--- config.mk ---
export PLATFORM = sky130hd
export DESIGN_NAME = xpmwrap_fifo_wr_arb
export DESIGN_NICKNAME = d
export VERILOG_FILES = /design/src/rtl/xpmwrap_arb_pkg.sv /design/src/rtl/xpmwrap_rr_arbiter.sv /design/src/rtl/xpmwrap_fifo_wr_arb.sv
export SDC_FILE = /design/constraint.sdc
export NUM_CORES = 1
export LEC_CHECK = 0
export BUFFER_PORTS_ARGS = -buffer_cell sky130_fd_sc_hd__buf_2
export CORE_MARGIN = 3
export CORE_UTILIZATION = 33
export DETAILED_ROUTE_END_ITERATION = 6
export GPL_TIMING_DRIVEN = 0
export PLACE_DENSITY = 0.73
export SLEW_MARGIN = 20
export SYNTH_ARGS = -nofsm -noshare
export SYNTH_HDL_FRONTEND = slang
export SYNTH_SLANG_ARGS = --single-unit
--- constraint.sdc ---
create_clock -name wr_clk -period 6.3 [get_ports wr_clk]
set_input_delay 0.945 -clock wr_clk [delete_from_list [all_inputs] [get_ports wr_clk]]
set_output_delay 0.945 -clock wr_clk [all_outputs]
set_load 0.01 [all_outputs]
--- src/rtl/xpmwrap_arb_pkg.sv ---
// ---------------------------------------------------------------------------
// xpmwrap_arb_pkg
//   Shared types, constants and the round-robin pick function used by the
//   FIFO write-port arbiter (xpmwrap_fifo_wr_arb) and its round-robin
//   sub-module (xpmwrap_rr_arbiter).
//
//   arb_state_e : arbiter FSM state encoding
//   STAT_W      : width of each per-requester beat counter
//                 (XPMWRAP_ARB_STATS_EN builds only)
//   rr_pick()   : first set bit of 'valid' at or after 'ptr', wrapping
//                 modulo num_req
// ---------------------------------------------------------------------------
package xpmwrap_arb_pkg;

  typedef enum logic [1:0] {
    RST_HOLD = 2'd0,
    RST_WAIT = 2'd1,
    IDLE     = 2'd2,
    XFER     = 2'd3
  } arb_state_e;

  localparam int STAT_W   = 16;
  localparam int MAX_REQ  = 8;
  localparam int MAX_ID_W = 3;
  localparam int IDX_W    = MAX_ID_W + 1;

  // Searches ptr, ptr+1, ... modulo num_req. The index is one bit wider
  // than an id so that ptr+k cannot overflow before it is wrapped.
  // Returns 0 if nothing is valid; the caller qualifies the result with
  // an OR-reduction of the request vector.
  function automatic logic [MAX_ID_W-1:0] rr_pick(
    input logic [MAX_REQ-1:0]  valid,
    input logic [MAX_ID_W-1:0] ptr,
    input int                  num_req
  );
    logic [MAX_ID_W-1:0] win;
    logic                found;
    logic [IDX_W-1:0]    idx;
    win   = '0;
    found = 1'b0;
    for (int k = 0; k < MAX_REQ; k++) begin
      idx = {1'b0, ptr} + IDX_W'(k);
      if (idx >= IDX_W'(num_req)) idx = idx - IDX_W'(num_req);
      if ((k < num_req) && !found && valid[idx[MAX_ID_W-1:0]]) begin
        win   = idx[MAX_ID_W-1:0];
        found = 1'b1;
      end
    end
    return win;
  endfunction

endpackage

--- src/rtl/xpmwrap_rr_arbiter.sv ---
// ---------------------------------------------------------------------------
// xpmwrap_rr_arbiter
//   Combinational round-robin pick over a request vector, plus the
//   registered round-robin pointer. On 'upd' the pointer moves to
//   upd_idx+1 (wrapping), so the requester just served gets the lowest
//   priority.
//
// Ports
//   clk, rst_n : clock, asynchronous active-low reset (pointer -> 0)
//   req        : eligible requesters
//   upd        : pointer update strobe
//   upd_idx    : index that was just served
//   pick_idx   : winner for the current pointer
//   pick_vld   : at least one requester is eligible
// ---------------------------------------------------------------------------
module xpmwrap_rr_arbiter
  import xpmwrap_arb_pkg::*;
#(
  parameter  int NUM_REQ = 4,
  localparam int ID_W    = $clog2(NUM_REQ)
) (
  input  logic               clk,
  input  logic               rst_n,
  input  logic [NUM_REQ-1:0] req,
  input  logic               upd,
  input  logic [ID_W-1:0]    upd_idx,
  output logic [ID_W-1:0]    pick_idx,
  output logic               pick_vld
);

  logic [ID_W-1:0] rr_ptr;

  assign pick_idx = ID_W'(rr_pick(MAX_REQ'(req), MAX_ID_W'(rr_ptr), NUM_REQ));
  assign pick_vld = |req;

  always_ff @(posedge clk or negedge rst_n) begin
    if (!rst_n) begin
      rr_ptr <= '0;
    end else if (upd) begin
      rr_ptr <= (upd_idx == ID_W'(NUM_REQ - 1)) ? '0 : upd_idx + ID_W'(1);
    end
  end

endmodule

--- src/rtl/xpmwrap_fifo_wr_arb.sv ---
// ---------------------------------------------------------------------------
// xpmwrap_fifo_wr_arb
//   Round-robin arbiter sharing the write port of one xpmwrap_fifo_sync
//   among NUM_REQ valid/ready producers, all in the wr_clk domain. After
//   reset it pulses fifo_rst for RST_CYCLES cycles and waits for the FIFO
//   to leave wr_rst_busy before granting anyone. With PKT_MODE=1 a grant
//   is held until the beat carrying req_last is accepted.
//
// Optional build macro
//   XPMWRAP_ARB_STATS_EN : adds stat_beats, one saturating 16-bit
//                          accepted-beat counter per requester.
//
// Ports
//   wr_clk, rst_n          : clock, asynchronous active-low reset
//   req_valid/ready/last   : per-requester handshake and packet end
//   req_data               : requester i at [i*DATA_WIDTH +: DATA_WIDTH]
//   fifo_rst, fifo_wr_en,
//   fifo_din               : to the FIFO write side
//   fifo_full, fifo_prog_full,
//   fifo_wr_rst_busy       : from the FIFO write side
//   grant_id, grant_vld    : current grant (grant_vld high in XFER)
//   init_done              : FIFO reset sequence complete
//   stat_beats             : per-requester beat counters (stats build)
//
// State table
//   state    | meaning
//   RST_HOLD | fifo_rst high, counting RST_CYCLES
//   RST_WAIT | fifo_rst low, waiting (>=2 cycles) for wr_rst_busy to clear
//   IDLE     | arbitrating among eligible requesters (1-cycle bubble)
//   XFER     | grant_id owns the FIFO write port
// ---------------------------------------------------------------------------
module xpmwrap_fifo_wr_arb
  import xpmwrap_arb_pkg::*;
#(
  parameter  int NUM_REQ            = 4,
  parameter  int DATA_WIDTH         = 32,
  parameter  int PKT_MODE           = 1,
  parameter  int RST_CYCLES         = 4,
  parameter  int THROTTLE_PROG_FULL = 1,
  localparam int ID_W               = $clog2(NUM_REQ)
) (
  input  logic                          wr_clk,
  input  logic                          rst_n,
  input  logic [NUM_REQ-1:0]            req_valid,
  output logic [NUM_REQ-1:0]            req_ready,
  input  logic [NUM_REQ-1:0]            req_last,
  input  logic [NUM_REQ*DATA_WIDTH-1:0] req_data,
  output logic                          fifo_rst,
  output logic                          fifo_wr_en,
  output logic [DATA_WIDTH-1:0]         fifo_din,
  input  logic                          fifo_full,
  input  logic                          fifo_prog_full,
  input  logic                          fifo_wr_rst_busy,
  output logic [ID_W-1:0]               grant_id,
  output logic                          grant_vld,
  output logic                          init_done
`ifdef XPMWRAP_ARB_STATS_EN
  ,
  output logic [NUM_REQ*STAT_W-1:0]     stat_beats
`endif
);

  arb_state_e            state;
  logic [3:0]            rst_cnt;
  logic                  wait_min;
  logic [DATA_WIDTH-1:0] din_q;
  logic [DATA_WIDTH-1:0] gnt_data;
  logic [NUM_REQ-1:0]    elig;
  logic [ID_W-1:0]       pick_idx;
  logic                  pick_vld;
  logic                  pkt_end;
  logic                  rr_upd;
  logic                  port_open;

  // prog_full only gates new grants; an ongoing grant is never broken by it.
  assign elig = ((THROTTLE_PROG_FULL != 0) && fifo_prog_full) ? '0 : req_valid;

  assign gnt_data = req_data[grant_id*DATA_WIDTH +: DATA_WIDTH];

  // Ready is gated by the same terms as wr_en so a producer never sees a
  // beat accepted that the FIFO did not take.
  assign port_open = (state == XFER) && !fifo_full && !fifo_wr_rst_busy && !fifo_rst;

  always_comb begin
    req_ready = '0;
    if (port_open) req_ready[grant_id] = 1'b1;
  end

  assign fifo_wr_en = port_open && req_valid[grant_id];
  // Zero-latency data path that holds the last written word between writes.
  assign fifo_din   = fifo_wr_en ? gnt_data : din_q;

  assign pkt_end = (PKT_MODE == 0) || req_last[grant_id];
  assign rr_upd  = fifo_wr_en && pkt_end;

  xpmwrap_rr_arbiter #(
    .NUM_REQ (NUM_REQ)
  ) u_rr (
    .clk      (wr_clk),
    .rst_n    (rst_n),
    .req      (elig),
    .upd      (rr_upd),
    .upd_idx  (grant_id),
    .pick_idx (pick_idx),
    .pick_vld (pick_vld)
  );

  always_ff @(posedge wr_clk or negedge rst_n) begin
    if (!rst_n) begin
      state     <= RST_HOLD;
      fifo_rst  <= 1'b1;
      rst_cnt   <= '0;
      wait_min  <= 1'b0;
      grant_id  <= '0;
      grant_vld <= 1'b0;
      init_done <= 1'b0;
      din_q     <= '0;
    end else begin
      if (fifo_wr_en) din_q <= gnt_data;
      case (state)
        RST_HOLD: begin
          if (rst_cnt == 4'(RST_CYCLES - 1)) begin
            fifo_rst <= 1'b0;
            wait_min <= 1'b0;
            state    <= RST_WAIT;
          end else begin
            rst_cnt <= rst_cnt + 4'd1;
          end
        end
        RST_WAIT: begin
          // wait_min marks that the first RST_WAIT cycle has elapsed.
          if (wait_min && !fifo_wr_rst_busy) begin
            init_done <= 1'b1;
            state     <= IDLE;
          end else begin
            wait_min <= 1'b1;
          end
        end
        IDLE: begin
          if (fifo_wr_rst_busy) begin
            init_done <= 1'b0;
            wait_min  <= 1'b0;
            state     <= RST_WAIT;
          end else if (pick_vld) begin
            grant_id  <= pick_idx;
            grant_vld <= 1'b1;
            state     <= XFER;
          end
        end
        XFER: begin
          if (fifo_wr_rst_busy) begin
            init_done <= 1'b0;
            grant_vld <= 1'b0;
            wait_min  <= 1'b0;
            state     <= RST_WAIT;
          end else if (rr_upd) begin
            grant_vld <= 1'b0;
            state     <= IDLE;
          end
        end
        default: state <= RST_HOLD;
      endcase
    end
  end

`ifdef XPMWRAP_ARB_STATS_EN
  for (genvar g = 0; g < NUM_REQ; g++) begin : g_stat
    logic [STAT_W-1:0] beats_q;

    always_ff @(posedge wr_clk or negedge rst_n) begin
      if (!rst_n) begin
        beats_q <= '0;
      end else if (fifo_wr_en && (grant_id == ID_W'(g)) && (beats_q != '1)) begin
        beats_q <= beats_q + STAT_W'(1);
      end
    end

    assign stat_beats[g*STAT_W +: STAT_W] = beats_q;
  end
`endif

endmodule
==> impl_metrics.tcl <==
set metrics [dict create \
    fin_crit_ps 3400 \
    cts_buffers 5 \
    synth_cells 188 \
    antenna_found_initial 0 \
    syn_nets 334 \
    p_int_w 0.00101 \
    cts_root_buffer "clkbuf_8" \
    setup_violations 0 \
    synth_top_area_share_pct 38.0 \
    post_cts_buffers 0 \
    wl_per_cell_um 16.9 \
    synth_area_leaders "dfrtp_1, mux4_2, mux2_4" \
    dp.cells 475 \
    vias_per_cell 5.05 \
    grt-ovfl-total 0 \
    yosysWarnings 0 \
    die_area_um2 10200 \
    grt_pass1_wl_um 12400 \
    drcViolationCount 0 \
    wirelength_um 8180 \
    multiInputGateArea_um2 1660 \
    final_cells 483 \
    fin_skew_ps 6.09 \
    grt_max_degree 47 \
    synth_seq_cells 46 \
    clock_path_buffers 2 \
    ff_latch_area_um2 1150 \
    combPwrFrac_pct 54.5 \
    worst-endpoint-required_ps 5350 \
    avgSynthCellArea_um2 15.8 \
    fmax_mhz 294 \
    worst_slack_ps 2900 \
    rsz0062_at_grt "false" \
    period_share_pct 54.0 \
    die_h_um 101 \
    setup_tns_ps 0 \
    tritoncts "done" \
    tightest_slew_ps 705 \
    ant_nets 0 \
    num_antenna_cells 0 \
    nFillCells 755 \
    placed_area_um2 4010 \
    synth.largest_area_cell "dfrtp_1" \
    p_clk_share_pct 14.2 \
    synth.distinct_cells 38 \
    gp_congestion 0.717 \
    pwr-share-seq_pct 31.4 \
    finalHoldViolCount 0 \
    layout.nets 523 \
    area_growth_pct 38.8 \
    cts_resized 0 \
    critPathLaunchType "primary input" \
    preCtsSetupSlack_ps 2880 \
    synth-seq-area-share_pct 38.9 \
    drv_slew 0 \
    synthesis.area_um2 2970 \
    htree_levels 2 \
    outcome "finished clean" \
    final_common_cell "buf_2" \
    grt_pass1_vias 2581 \
    initial_core_util_pct 35.0 \
    worstSetupPathType "in -> out" \
    std_cell_rows 33 \
    maxSlewHeadroom_pct 52.7 \
    core_area_um2 8460 \
    max_cap_viol_count 0 \
    holdCritPathClass "reg -> reg" \
    place.port_buffers 182 \
    cts-hold-fix-buffers 0 \
    p_switching_w 0.000526 \
    layout_common_cells "buf_2, dfrtp_1, mux4_2" \
    drt_iter0_drc 30 \
    path_max_fanout 10 \
    cellLeakagePower_nw 2.14 \
    dp_hpwl_um 6570 \
    clkLatencyLatePin_ps 290 \
    fin_util_pct 48.6 \
    cts.sinks 46 \
    power_density_nw_per_um2 374 \
    drive_gt1_share_pct 71.4 \
    end_kind "output port" \
    die_w_um 101 \
    vias 2439 \
    clk_pin_slew_ps 80 \
    grt.total_usage_pct 15.6 \
    cp.arrival_ps 2460 \
    first_pass_iters 4 \
    sw_frac_of_total_pct 34.2 \
    design_area_um2 4120 \
    ios 183 \
    vdd_drop_max_mv 0.155 \
]
[worst paths after layout]
path	startpoint	endpoint	slack, ps	cells past startpoint
worst max-delay path	req_valid[3]	fifo_din[16]	2900	6
worst min-delay path	din_q[24]$_DFF_PN0_	din_q[24]$_DFF_PN0_	490	1
worst max register to register	grant_id[1]$_DFFE_PN0P_	u_rr.rr_ptr[1]$_DFFE_PN0P_	4210	5
worst min register to register	din_q[24]$_DFF_PN0_	din_q[24]$_DFF_PN0_	490	1
max in group asynchronous	rst_n	din_q[26]$_DFF_PN0_	5230	1
min in group asynchronous	rst_n	din_q[15]$_DFF_PN0_	660	1
[layout make-up]
type | instances | area share [%]
clock inverter | 1 | 0.729
tap | 105 | 3.19
inverter | 11 | 1.00
multi-input combinational | 118 | 40.3
buffer | 13 | 2.71
timing repair buffer | 182 | 22.2
sequential | 46 | 28.0
clock buffer | 7 | 1.85
[Yosys cell counts]
cell,instances
dfrtp_1,45
mux4_2,33
mux2_4,31
inv_1,11
a21oi_1,6
and3_1,5
buf_2,5
ha_1,5
mux2_2,5
buf_12,3
clkbuf_1,3
mux2i_1,3
nor2_1,3
a211oi_1,2
nand2b_1,2
nor4_1,2
o21ai_0,2
o31ai_1,2
a2111oi_0,1
a2bb2oi_1,1
a31oi_1,1
and4bb_2,1
buf_1,1
buf_6,1
dfstp_2,1
mux4_1,1
nand2_1,1
nand3_1,1
nand3_4,1
nand4_1,1
nor2b_4,1
nor3b_1,1
o21a_1,1
o221ai_1,1
o22ai_1,1
o2bb2ai_1,1
xnor2_1,1
xor2_1,1
[cells by family (layout without fill, tap and decap cells)]
logic type / Yosys count / count (layout) / share of synthesized area [%]
AO/OA/AOI/OAI: 19 / 19 / 4.22
adder cells (fa/ha/maj): 5 / 5 / 2.11
flip-flops: 46 / 46 / 38.9
multiplexers: 73 / 73 / 44.6
buffers and inverters: 24 / 214 / 5.15
AND/OR/NAND/NOR: 19 / 19 / 4.51
XOR/XNOR: 2 / 2 / 0.591
[registers in the layout (all words and copies together) (netlist names)]
register and flops:
din_q 32, fifo_rst 1, grant_id 2, grant_vld 1, init_done 1, rst_cnt 4, state 2, u_rr.rr_ptr 2
wait_min 1
[routing by layer]
| metal | track usage, % | vias up | share of wire, % |
|---|---|---|---|
| li1 | - | 1114 | - |
| met1 | 18.7 | 1206 | 39 |
| met2 | 28.7 | 113 | 53 |
| met3 | 3.25 | 6 | 7.7 |
| met4 | 3.11 | 0 | 0.76 |
| met5 | 0 | - | 0 |
[critical path, stage by stage]
cell     delay [ps]
buf_2           130
mux4_2          510
nand3_4         220
buf_12          190
mux2_4          310
buf_2           140
[power groups by stage]
| stage | logic [W] | registers, W | clock network, W |
|---|---|---|---|
| 6_report | 0.000840 | 0.000483 | 0.000218 |
| 4_1_cts | 0.000855 | 0.000484 | 0.000231 |
| 2_1_floorplan | 0.000591 | 0.000478 | 0 |
| 5_1_grt | 0.000914 | 0.000497 | 0.000242 |
| 3_5_place_dp | 0.000853 | 0.000487 | 0 |
| 3_3_place_gp | 0.000832 | 0.000484 | 0 |
[stage by stage]
stage          hold WS, ps  power [W]
2_1_floorplan          468    0.00107
3_3_place_gp           475    0.00132
3_5_place_dp           476    0.00134
4_1_cts                499    0.00157
5_1_grt                507    0.00165
6_report               493    0.00154
Power figures use the tool's default switching activity.
